==> src/rtl/mc_stage_sequencer.sv <==
`timescale 1ns/1ps
// mc_stage_sequencer: steps one instruction token through N_STAGES
// variable-latency stages using valid/finish handshakes. Handles redirect
// flush, halt after retire, an optional wait watchdog, a delayed commit pulse
// and free-running busy-cycle / retire counters.
module mc_stage_sequencer #(
    parameter int N_STAGES     = 4,
    parameter int COMMIT_DELAY = 2,
    parameter int TIMEOUT      = 0,
    parameter int CNT_W        = 64
) (
    input  logic                        clk,
    input  logic                        rst,
    input  logic                        start,
    input  logic                        halt_req,
    input  logic [N_STAGES-1:0]         stage_finish,
    input  logic                        flush,
    output logic [N_STAGES-1:0]         stage_valid,
    output logic [$clog2(N_STAGES)-1:0] cur_stage,
    output logic                        busy,
    output logic                        retire,
    output logic                        commit_valid,
    output logic                        flushed,
    output logic                        timeout_err,
    output logic [CNT_W-1:0]            cycle_cnt,
    output logic [CNT_W-1:0]            retire_cnt
);
    localparam int SW   = $clog2(N_STAGES);
    localparam int WD_W = (TIMEOUT > 1) ? $clog2(TIMEOUT + 1) : 1;
    localparam logic [SW-1:0]   LAST   = SW'(N_STAGES - 1);
    // Last WAIT count before the watchdog trips (wait_q counts completed WAIT cycles).
    localparam logic [WD_W-1:0] WD_MAX = WD_W'((TIMEOUT > 0) ? (TIMEOUT - 1) : 0);

    typedef enum logic [1:0] {S_IDLE, S_ISSUE, S_WAIT, S_HALT} state_t;

    state_t            state_q, state_d;
    logic [SW-1:0]     stage_q, stage_d;
    logic [WD_W-1:0]   wait_q, wait_d;
    logic              retire_q, retire_d;
    logic              flushed_q, flushed_d;
    logic              tout_q, tout_d;
    logic [CNT_W-1:0]  cyc_q, cyc_d;
    logic [CNT_W-1:0]  rcnt_q, rcnt_d;
    logic              cur_fin;

    assign busy      = (state_q == S_ISSUE) || (state_q == S_WAIT);
    assign cur_stage = stage_q;
    assign cur_fin   = stage_finish[stage_q];

    // One-hot start pulse decoded straight from the state: only in ISSUE.
    for (genvar gi = 0; gi < N_STAGES; gi++) begin : g_valid
        assign stage_valid[gi] = (state_q == S_ISSUE) && (stage_q == SW'(gi));
    end

    // Next-state logic: handshake advance, flush, retire, halt and watchdog.
    always_comb begin
        state_d   = state_q;
        stage_d   = stage_q;
        wait_d    = wait_q;
        retire_d  = 1'b0;
        flushed_d = 1'b0;
        tout_d    = tout_q;
        rcnt_d    = rcnt_q;
        cyc_d     = busy ? (cyc_q + CNT_W'(1)) : cyc_q;
        case (state_q)
            S_IDLE, S_HALT: begin
                if (start) begin
                    state_d = S_ISSUE;
                    stage_d = '0;
                end
            end
            S_ISSUE, S_WAIT: begin
                if (state_q == S_ISSUE) begin
                    wait_d = '0;
                end
                if (cur_fin) begin
                    if (flush) begin
                        // Abandon the instruction; halt_req is honoured here too.
                        flushed_d = 1'b1;
                        stage_d   = '0;
                        state_d   = halt_req ? S_HALT : S_ISSUE;
                    end else if (stage_q == LAST) begin
                        retire_d  = 1'b1;
                        rcnt_d    = rcnt_q + CNT_W'(1);
                        stage_d   = '0;
                        state_d   = halt_req ? S_HALT : S_ISSUE;
                    end else begin
                        stage_d   = stage_q + SW'(1);
                        state_d   = S_ISSUE;
                    end
                end else if (state_q == S_ISSUE) begin
                    state_d = S_WAIT;
                end else if ((TIMEOUT > 0) && (wait_q == WD_MAX)) begin
                    // Stage is stuck: park in HALT with the sticky error set.
                    tout_d  = 1'b1;
                    state_d = S_HALT;
                    stage_d = '0;
                end else begin
                    wait_d = wait_q + WD_W'(1);
                end
            end
            default: begin
                state_d = S_IDLE;
            end
        endcase
    end

    // Sequencer state and registered status outputs.
    always_ff @(posedge clk or negedge rst) begin
        if (!rst) begin
            state_q   <= S_IDLE;
            stage_q   <= '0;
            wait_q    <= '0;
            retire_q  <= 1'b0;
            flushed_q <= 1'b0;
            tout_q    <= 1'b0;
            cyc_q     <= '0;
            rcnt_q    <= '0;
        end else begin
            state_q   <= state_d;
            stage_q   <= stage_d;
            wait_q    <= wait_d;
            retire_q  <= retire_d;
            flushed_q <= flushed_d;
            tout_q    <= tout_d;
            cyc_q     <= cyc_d;
            rcnt_q    <= rcnt_d;
        end
    end

    assign retire      = retire_q;
    assign flushed     = flushed_q;
    assign timeout_err = tout_q;
    assign cycle_cnt   = cyc_q;
    assign retire_cnt  = rcnt_q;

    // Commit pulse: retire delayed through a plain shift register so that
    // back-to-back retires stay one-to-one.
    if (COMMIT_DELAY == 0) begin : g_cd0
        assign commit_valid = retire_q;
    end else begin : g_cdn
        logic [COMMIT_DELAY-1:0] cdl_q, cdl_d;
        assign cdl_d[0] = retire_q;
        for (genvar gi = 1; gi < COMMIT_DELAY; gi++) begin : g_tap
            assign cdl_d[gi] = cdl_q[gi-1];
        end
        // Delay line; reset drops any commit still in flight.
        always_ff @(posedge clk or negedge rst) begin
            if (!rst) begin
                cdl_q <= '0;
            end else begin
                cdl_q <= cdl_d;
            end
        end
        assign commit_valid = cdl_q[COMMIT_DELAY-1];
    end
endmodule

==> config.mk <==
export PLATFORM = sky130hd
export DESIGN_NAME = mc_stage_sequencer
export DESIGN_NICKNAME = d
export VERILOG_FILES = /design/src/rtl/mc_stage_sequencer.sv
export SDC_FILE = /design/constraint.sdc
export NUM_CORES = 1
export LEC_CHECK = 0
export CAP_MARGIN = 20
export CORE_ASPECT_RATIO = 0.7
export CORE_MARGIN = 2
export CORE_UTILIZATION = 45
export DETAILED_ROUTE_END_ITERATION = 7
export GPL_TIMING_DRIVEN = 0
export PLACE_DENSITY = 0.73
export SLEW_MARGIN = 20
export SYNTH_ARGS = -nofsm -noshare
export SYNTH_HDL_FRONTEND = slang
export SYNTH_SLANG_ARGS = --single-unit
==> constraint.sdc <==
create_clock -name clk -period 4.7 [get_ports clk]
set_clock_uncertainty 0.05 [all_clocks]
set_input_delay 0.94 -clock clk [delete_from_list [all_inputs] [get_ports clk]]
set_output_delay 0.94 -clock clk [all_outputs]
set_load 0.01 [all_outputs]
==> results of run 1 <==
[cells by family after synthesis]
logic type | synth area share (%)
other | 0.0580
flip-flops | 52.6
AND/OR/NAND/NOR | 25.7
adder cells (fa/ha/maj) | 1.35
multiplexers | 0.677
XOR/XNOR | 17.1
buffers and inverters | 1.47
AO/OA/AOI/OAI | 1.06
[placed cells by master (no fill, tap or decap), types with 2 or more instances in the layout]
cell,instances
sky130_fd_sc_hd__a21oi_1,3
sky130_fd_sc_hd__and2_1,8
sky130_fd_sc_hd__and3_1,12
sky130_fd_sc_hd__and4_1,12
sky130_fd_sc_hd__and4b_1,2
sky130_fd_sc_hd__bufinv_16,3
sky130_fd_sc_hd__clkbuf_1,8
sky130_fd_sc_hd__clkbuf_16,17
sky130_fd_sc_hd__clkbuf_8,2
sky130_fd_sc_hd__clkdlybuf4s50_1,145
sky130_fd_sc_hd__clkinv_4,3
sky130_fd_sc_hd__clkinvlp_4,4
sky130_fd_sc_hd__dfrtp_1,136
sky130_fd_sc_hd__ha_1,7
sky130_fd_sc_hd__inv_1,14
sky130_fd_sc_hd__inv_6,2
sky130_fd_sc_hd__mux2_2,3
sky130_fd_sc_hd__nand2_1,51
sky130_fd_sc_hd__nand3_1,52
sky130_fd_sc_hd__nand3b_1,3
sky130_fd_sc_hd__nand4_1,32
sky130_fd_sc_hd__nand4_2,2
sky130_fd_sc_hd__nand4b_1,3
sky130_fd_sc_hd__nor2_1,43
sky130_fd_sc_hd__nor3_1,38
sky130_fd_sc_hd__nor4_1,20
sky130_fd_sc_hd__nor4_4,2
sky130_fd_sc_hd__o21ai_0,2
sky130_fd_sc_hd__or2_2,2
sky130_fd_sc_hd__or4_4,2
sky130_fd_sc_hd__xnor2_1,56
sky130_fd_sc_hd__xor2_1,70
[final timing paths]
kind / end / depth (start not counted) / from / slack, ps
worst max-delay path: stage_valid[3] / 3 / cur_stage[0]$_DFFE_PN0P_ / 1720
worst min-delay path: g_cdn.cdl_q[1]$_DFF_PN0_ / 0 / g_cdn.cdl_q[0]$_DFF_PN0_ / 300
worst max register to register: retire_cnt[63]$_DFFE_PN0P_ / 8 / state_q[0]$_DFFE_PN0P_ / 1830
worst min register to register: g_cdn.cdl_q[1]$_DFF_PN0_ / 0 / g_cdn.cdl_q[0]$_DFF_PN0_ / 300
max in group asynchronous: cycle_cnt[38]$_DFFE_PN0N_ / 2 / rst / 3470
min in group asynchronous: cycle_cnt[19]$_DFFE_PN0N_ / 1 / rst / 340
[sequential cells by signal, summed over array words and instances (netlist names)]
name,count
flushed,1
state_q,2
retire,1
retire_cnt,64
cycle_cnt,64
g_cdn.cdl_q,2
cur_stage,2
[layer usage]
metal | track usage [%] | share of wire, % | up-vias
met5 | 0 | 0 | -
met3 | 6.67 | 7.2 | 19
li1 | - | - | 2466
met1 | 30.3 | 45 | 2642
met4 | 6.25 | 1.2 | 0
met2 | 32.8 | 46 | 184
[through the flow]
step | utilization (%) | hold WS, ps | worst slack [ps] | instance area [um2] | setup TNS [ps]
floorplan | - | 281 | 2330 | 6460 | 0
global placement | 58.5 | 282 | -2650 | 8160 | -358360
detailed placement | 58.7 | 287 | 1420 | 8200 | 0
CTS | 63.2 | 307 | 1670 | 8820 | 0
global route | 63.2 | 325 | 1570 | 8820 | 0
finish | 63.2 | 302 | 1720 | 8820 | 0
[worst reg2reg max path: stages, from the launching register on]
cell and delay [ps]:
sky130_fd_sc_hd__dfrtp_1 390, sky130_fd_sc_hd__ha_1 310, sky130_fd_sc_hd__buf_2 190, sky130_fd_sc_hd__nand2b_1 190
sky130_fd_sc_hd__o2bb2ai_1 510, sky130_fd_sc_hd__nand3b_1 220, sky130_fd_sc_hd__clkbuf_1 290, sky130_fd_sc_hd__nor4_1 470
sky130_fd_sc_hd__xor2_1 190
[power by group]
part,leakage [nW],internal [mW],switching [mW]
sequential,1.84,1.22,0.0679
clock,0.292,0.867,0.531
combinational,1.82,0.214,0.215
total,3.96,2.31,0.814
[layout make-up]
cell class                      instances  area [um2]
Buffer                                 10        42.5
Clock inverter                         13         169
Tap cell                              190         238
Clock buffer                           19         453
Fill cell                            1077        5140
Sequential cell                       136        3400
Multi-Input combinational cell        445        2970
Timing Repair Buffer                  147        1490
Inverter                               14        52.6
==> insert_results.sql, run 1 <==
INSERT INTO impl_metrics (metric_group, metric, value, unit) VALUES
('status', 'status', 'finished, final reports clean', ''),
('grt', 'global_route.usage.total', '21.7', '%'),
('yosys', 'synthDominantCellAreaShare', '52.6', '%'),
('worst_setup_path', 'cp_data_arrival_time', '1990', 'ps'),
('yosys', 'synth_top_area_cell', 'sky130_fd_sc_hd__dfrtp_1', ''),
('power_and_ir_drop', 'finalPower', '3.12', 'mW'),
('route', 'postRouteWirelength', '16200', 'um'),
('yosys', 'ys_dominant_reg_cell', 'sky130_fd_sc_hd__dfrtp_1', ''),
('floorplanning', 'die_height', '104', 'um'),
('yosys', 'yosys-top-cells-count', '136 x sky130_fd_sc_hd__dfrtp_1, 70 x sky130_fd_sc_hd__xor2_1, 56 x sky130_fd_sc_hd__xnor2_1, 52 x sky130_fd_sc_hd__nand3_1, 51 x sky130_fd_sc_hd__nand2_1', ''),
('worst_setup_path', 'worst_path_max_delay_cell', 'sky130_fd_sc_hd__clkdlybuf4s50_1', ''),
('route', 'num_vias', '5311', ''),
('clock_tree', 'root_buffer', 'sky130_fd_sc_hd__clkbuf_16', ''),
('power_and_ir_drop', 'power.ir.vdd_worst', '0.260', 'mV'),
('worst_setup_path', 'path_cells', 'ha_1 > and2_1 > clkdlybuf4s50_1', ''),
('grt', 'via_count_of_the_first_global_routing_pass', '5070', ''),
('route', 'final_antenna_net_count', '0', ''),
('placement', 'dpl.cell_count', '942', ''),
('route', 'drtPass1Iterations', '5', ''),
('min_path', 'worstHoldPathType', 'flop to flop', ''),
('grt', 'grt_max_degree', '99', ''),
('sta', 'max_slew_violation_count', '0', ''),
('worst_setup_path', 'timing.critical_path.slowest_cell_delay', '530', 'ps'),
('sta', 'max_freq', '0.335', 'GHz'),
('floorplanning', 'floorplan.initialDensity', '46.3', '%'),
('route', 'post_drt_via_cell_ratio', '5.45', ''),
('worst_setup_path', 'critical_path.startpoint_type', 'flop', ''),
('power_and_ir_drop', 'p_leak', '3.96', 'nW'),
('sta', 'rsz0062_at_grt', 'no', ''),
('yosys', 'synth_area', '6460', 'um2'),
('final_layout', 'final_cells', '974', ''),
('yosys', 'postSynthNetCount', '621', ''),
('clock_tree', 'cts_resized', '0', ''),
('yosys', 'synth_most_common_cell', 'sky130_fd_sc_hd__dfrtp_1', ''),
('worst_setup_path', 'critPathTopFamily', 'buffers and inverters', ''),
('placement', 'dpl.hpwl', '11400', 'um'),
('clock_tree', 'cts_max_path_buffers', '2', ''),
('worst_setup_path', 'timing_worst_setup_path_type', 'flop to primary output', ''),
('yosys', 'asyncSetResetFlopFracSynth', '100', '%'),
('yosys', 'synth-edff-count', '0', ''),
('route', 'avgRoutedWirePerCell', '16.6', 'um'),
('clock_tree', 'worstSkewPairLatency', '420', 'ps'),
('sta', 'setup_viol_count_final', '0', ''),
('yosys', 'syn_area_per_cell', '10.7', 'um2'),
('yosys', 'ys_types', '47', ''),
('sta', 'finalHoldViolCount', '0', ''),
('sta', 'fin_crit', '2980', 'ps'),
('worst_setup_path', 'crit_fanout', '8', ''),
('floorplanning', 'core-area', '14000', 'um2'),
('route', 'drc_errors', '0', ''),
('worst_setup_path', 'worst_ep_required_time', '3710', 'ps'),
('floorplanning', 'ioPinCount', '148', ''),
('clock_tree', 'holdBufCountCts', '0', ''),
('final_layout', 'area_growth', '36.4', '%'),
('clock_tree', 'tritoncts', 'built', ''),
('sta', 'worst_slew_pin_slew', '728', 'ps'),
('route', 'dr.first_iter.drc_count', '383', ''),
('floorplanning', 'fp.dieW', '147', 'um'),
('flow_run', 'drv_cap', '0', ''),
('yosys', 'synth_sequential_area_ratio', '52.6', '%'),
('clock_tree', 'clock-sinks', '136', ''),
('clock_tree', 'cts.clk_slew.worst_paths', '60', 'ps'),
('sta', 'layout_worst_path_cycle_share', '63.5', '%'),
('placement', 'final_gp_congestion', '0.874', ''),
('yosys', 'synth.yosys.warnings', '0', ''),
('clock_tree', 'total_clock_buffers_created_by_cts', '17', ''),
('clock_tree', 'postCtsSetupRepairBufs', '0', ''),
('yosys', 'ys_ff_latch', '136', ''),
('final_layout', 'final_net_count', '787', ''),
('clock_tree', 'cts.htree.levels', '4', ''),
('placement', 'placement.io_buffers', '146', '');
(Power assumes the default switching activity.)
==> run 2, diff against run 1 <==
--- a/config.mk
+++ b/config.mk
@@ -11,7 +11,7 @@
 export CORE_UTILIZATION = 45
 export DETAILED_ROUTE_END_ITERATION = 7
 export GPL_TIMING_DRIVEN = 0
-export PLACE_DENSITY = 0.73
+export PLACE_DENSITY = 0.76
 export SLEW_MARGIN = 20
 export SYNTH_ARGS = -nofsm -noshare
 export SYNTH_HDL_FRONTEND = slang
==> constraint.sdc (replaced) <==
create_clock -name clk -period 2.4 [get_ports clk]
set_clock_uncertainty 0.05 [all_clocks]
set_input_delay 0.48 -clock clk [delete_from_list [all_inputs] [get_ports clk]]
set_output_delay 0.48 -clock clk [all_outputs]
set_load 0.01 [all_outputs]
==> insert_results.sql, run 2 (same netlist as run 1, synthesis figures left out) <==
INSERT INTO impl_metrics (metric_group, metric, value, unit) VALUES
('sta', 'fin_crit', '2340', 'ps'),
('route', 'post_drt_via_cell_ratio', '5.51', ''),
('floorplanning', 'core.rowCount', '36', ''),
('floorplanning', 'floorplan.initialDensity', '46.3', '%'),
('min_path', 'worstHoldPathType', 'flop to flop', ''),
('sta', 'worst_slew_pin_slew', '601', 'ps'),
('worst_setup_path', 'crit_fanout', '10', ''),
('grt', 'globalRouteOverflowTotal', '0', ''),
('grt', 'global_route.usage.total', '23.0', '%'),
('worst_setup_path', 'setup.reg_to_reg.worst_slack', '60', 'ps'),
('worst_setup_path', 'critical_path.startpoint_type', 'flop', ''),
('final_layout', 'layout_common_cells', '143 x sky130_fd_sc_hd__clkdlybuf4s50_1, 134 x sky130_fd_sc_hd__dfrtp_1, 70 x sky130_fd_sc_hd__xor2_1, 56 x sky130_fd_sc_hd__xnor2_1, 51 x sky130_fd_sc_hd__nand3_1', ''),
('power_and_ir_drop', 'p_leak', '4.22', 'nW'),
('sta', 'finalHoldViolCount', '0', ''),
('final_layout', 'insertedDiodeCount', '0', ''),
('status', 'status', 'finished, final reports clean', ''),
('sta', 'worst_hold_slack', '303', 'ps'),
('sta', 'max_freq', '0.427', 'GHz'),
('route', 'dr.first_iter.drc_count', '313', ''),
('route', 'final_antenna_net_count', '0', ''),
('floorplanning', 'dieArea', '15400', 'um2'),
('sta', 'layout_worst_path_cycle_share', '97.7', '%'),
('floorplanning', 'core-area', '14000', 'um2'),
('floorplanning', 'die_height', '104', 'um'),
('sta', 'maxSlewHeadroom', '59.9', '%'),
('floorplanning', 'ioPinCount', '148', ''),
('clock_tree', 'cts.clk_slew.worst_paths', '70', 'ps'),
('worst_setup_path', 'worst_ep_required_time', '2690', 'ps'),
('route', 'avgRoutedWirePerCell', '17.8', 'um'),
('final_layout', 'final_layout_size_suffix_gt1_share', '15.0', '%'),
('power_and_ir_drop', 'p_per_area', '672', 'nW/um2'),
('route', 'postRouteWirelength', '17600', 'um'),
('worst_setup_path', 'end_of_the_worst_register_to_register_path', 'retire_cnt[51]$_DFFE_PN0P_', ''),
('clock_tree', 'total_clock_buffers_created_by_cts', '17', ''),
('worst_setup_path', 'r2r.worst_path.cells', '9', ''),
('flow_run', 'drv_cap', '0', ''),
('clock_tree', 'worstSkewPairLatency', '420', 'ps'),
('worst_setup_path', 'worstReg2RegStart', 'state_q[1]$_DFFE_PN0P_', ''),
('final_layout', 'mostFrequentLayoutCell', 'sky130_fd_sc_hd__clkdlybuf4s50_1', ''),
('grt', 'first_pass_grt_wire_length', '28500', 'um'),
('route', 'drc_errors', '0', ''),
('clock_tree', 'root_buffer', 'sky130_fd_sc_hd__clkbuf_16', ''),
('sta', 'setup_viol_count_final', '0', ''),
('grt', 'grt_max_degree', '72', ''),
('clock_tree', 'tritoncts', 'built', ''),
('grt', 'via_count_of_the_first_global_routing_pass', '5543', ''),
('route', 'drtPass1Iterations', '4', ''),
('clock_tree', 'cts_max_path_buffers', '2', ''),
('sta', 'max_slew_violation_count', '0', ''),
('final_layout', 'area_growth', '43.1', '%'),
('floorplanning', 'fp.dieW', '147', 'um'),
('power_and_ir_drop', 'finalPower', '6.21', 'mW'),
('grt', 'antenna_found_initial', '0', ''),
('route', 'num_vias', '5462', ''),
('placement', 'dpl.hpwl', '11800', 'um'),
('sta', 'rsz0062_at_grt', 'yes', ''),
('worst_setup_path', 'crit_path_start', 'state_q[1]$_DFFE_PN0P_', ''),
('clock_tree', 'cts.htree.levels', '4', ''),
('worst_setup_path', 'cp-end-kind', 'flop', ''),
('worst_setup_path', 'critPathCapture', 'retire_cnt[51]$_DFFE_PN0P_', ''),
('worst_setup_path', 'cp_data_arrival_time', '2640', 'ps'),
('placement', 'placement.io_buffers', '146', ''),
('clock_tree', 'clock-sinks', '136', ''),
('worst_setup_path', 'timing_worst_setup_path_type', 'flop to flop', ''),
('placement', 'final_gp_congestion', '0.890', ''),
('power_and_ir_drop', 'power.ir.vdd_worst', '0.470', 'mV'),
('final_layout', 'final_net_count', '804', '');
==> run 2: worst min-delay path by stage <==
stage / start / to / cells past startpoint
after detailed placement: g_cdn.cdl_q[0]$_DFF_PN0_ / g_cdn.cdl_q[1]$_DFF_PN0_ / 0
final: g_cdn.cdl_q[0]$_DFF_PN0_ / g_cdn.cdl_q[1]$_DFF_PN0_ / 0
after CTS: g_cdn.cdl_q[0]$_DFF_PN0_ / g_cdn.cdl_q[1]$_DFF_PN0_ / 0
after global routing: g_cdn.cdl_q[0]$_DFF_PN0_ / g_cdn.cdl_q[1]$_DFF_PN0_ / 0
after floorplan: rst / cur_stage[0]$_DFFE_PN0P_ / 0
after global placement: g_cdn.cdl_q[0]$_DFF_PN0_ / g_cdn.cdl_q[1]$_DFF_PN0_ / 0
==> run 2: critical path, cell delays in order (launching register included) <==
cell                        delay (ps)
sky130_fd_sc_hd__dfrtp_1           390
sky130_fd_sc_hd__inv_2              80
sky130_fd_sc_hd__ha_4              210
sky130_fd_sc_hd__buf_6             140
sky130_fd_sc_hd__nand2b_1          210
sky130_fd_sc_hd__o2bb2ai_4         280
sky130_fd_sc_hd__nand3b_1          170
sky130_fd_sc_hd__buf_4             240
sky130_fd_sc_hd__nor4_1            330
sky130_fd_sc_hd__xor2_1            170
==> run 2: final cells by class <==
cell class,instances,area [um2]
Timing Repair Buffer,165,1640
Inverter,14,52.6
Clock buffer,19,453
Clock inverter,13,143
Tap cell,190,238
Buffer,9,58.8
Sequential cell,136,3410
Multi-Input combinational cell,445,3260
Fill cell,1026,4710
==> run 2: timing repair <==
| item | 4_1_cts | 5_1_grt |
|---|---|---|
| pin swaps | 6 | 12 |
| hold buffers | 1 | 0 |
| resized for setup | 25 | 51 |
| buffers inserted | 7 | 10 |
| hold endpoints to repair | 65 | 0 |
| endpoints found under the setup margin | 92 | 76 |
| gates cloned | 0 | 0 |
==> run 2: stage by stage <==
| step | area [um2] | utilization [%] | std cells | TNS (ps) | worst slack, ps |
|---|---|---|---|---|---|
| final | 9250 | 66.2 | 991 | 0 | 55.8 |
| after CTS | 8970 | 64.3 | 981 | -1410 | -177 |
| after global routing | 9250 | 66.2 | 991 | -48.5 | -17.0 |
| after global placement | 8160 | 58.5 | 941 | -613770 | -4420 |
| after detailed placement | 8200 | 58.7 | 942 | -19250 | -449 |
| after floorplan | 6460 | - | 605 | 0 | 95.9 |
==> run 2: per-layer routing <==
| metal | part of all wire [%] | global-route usage (%) | vias to the layer above |
|---|---|---|---|
| li1 | - | - | 2496 |
| met1 | 44 | 30.6 | 2720 |
| met2 | 47 | 36.0 | 219 |
| met3 | 7.3 | 7.54 | 27 |
| met4 | 1.6 | 6.94 | 0 |
| met5 | 0 | 0 | - |
==> run 2: power by group <==
group          total, mW  internal (mW)  switching (mW)  leakage, nW
registers           2.55           2.40           0.148         1.84
clock network       2.66           1.60            1.06        0.291
logic               1.01          0.516           0.493         2.09
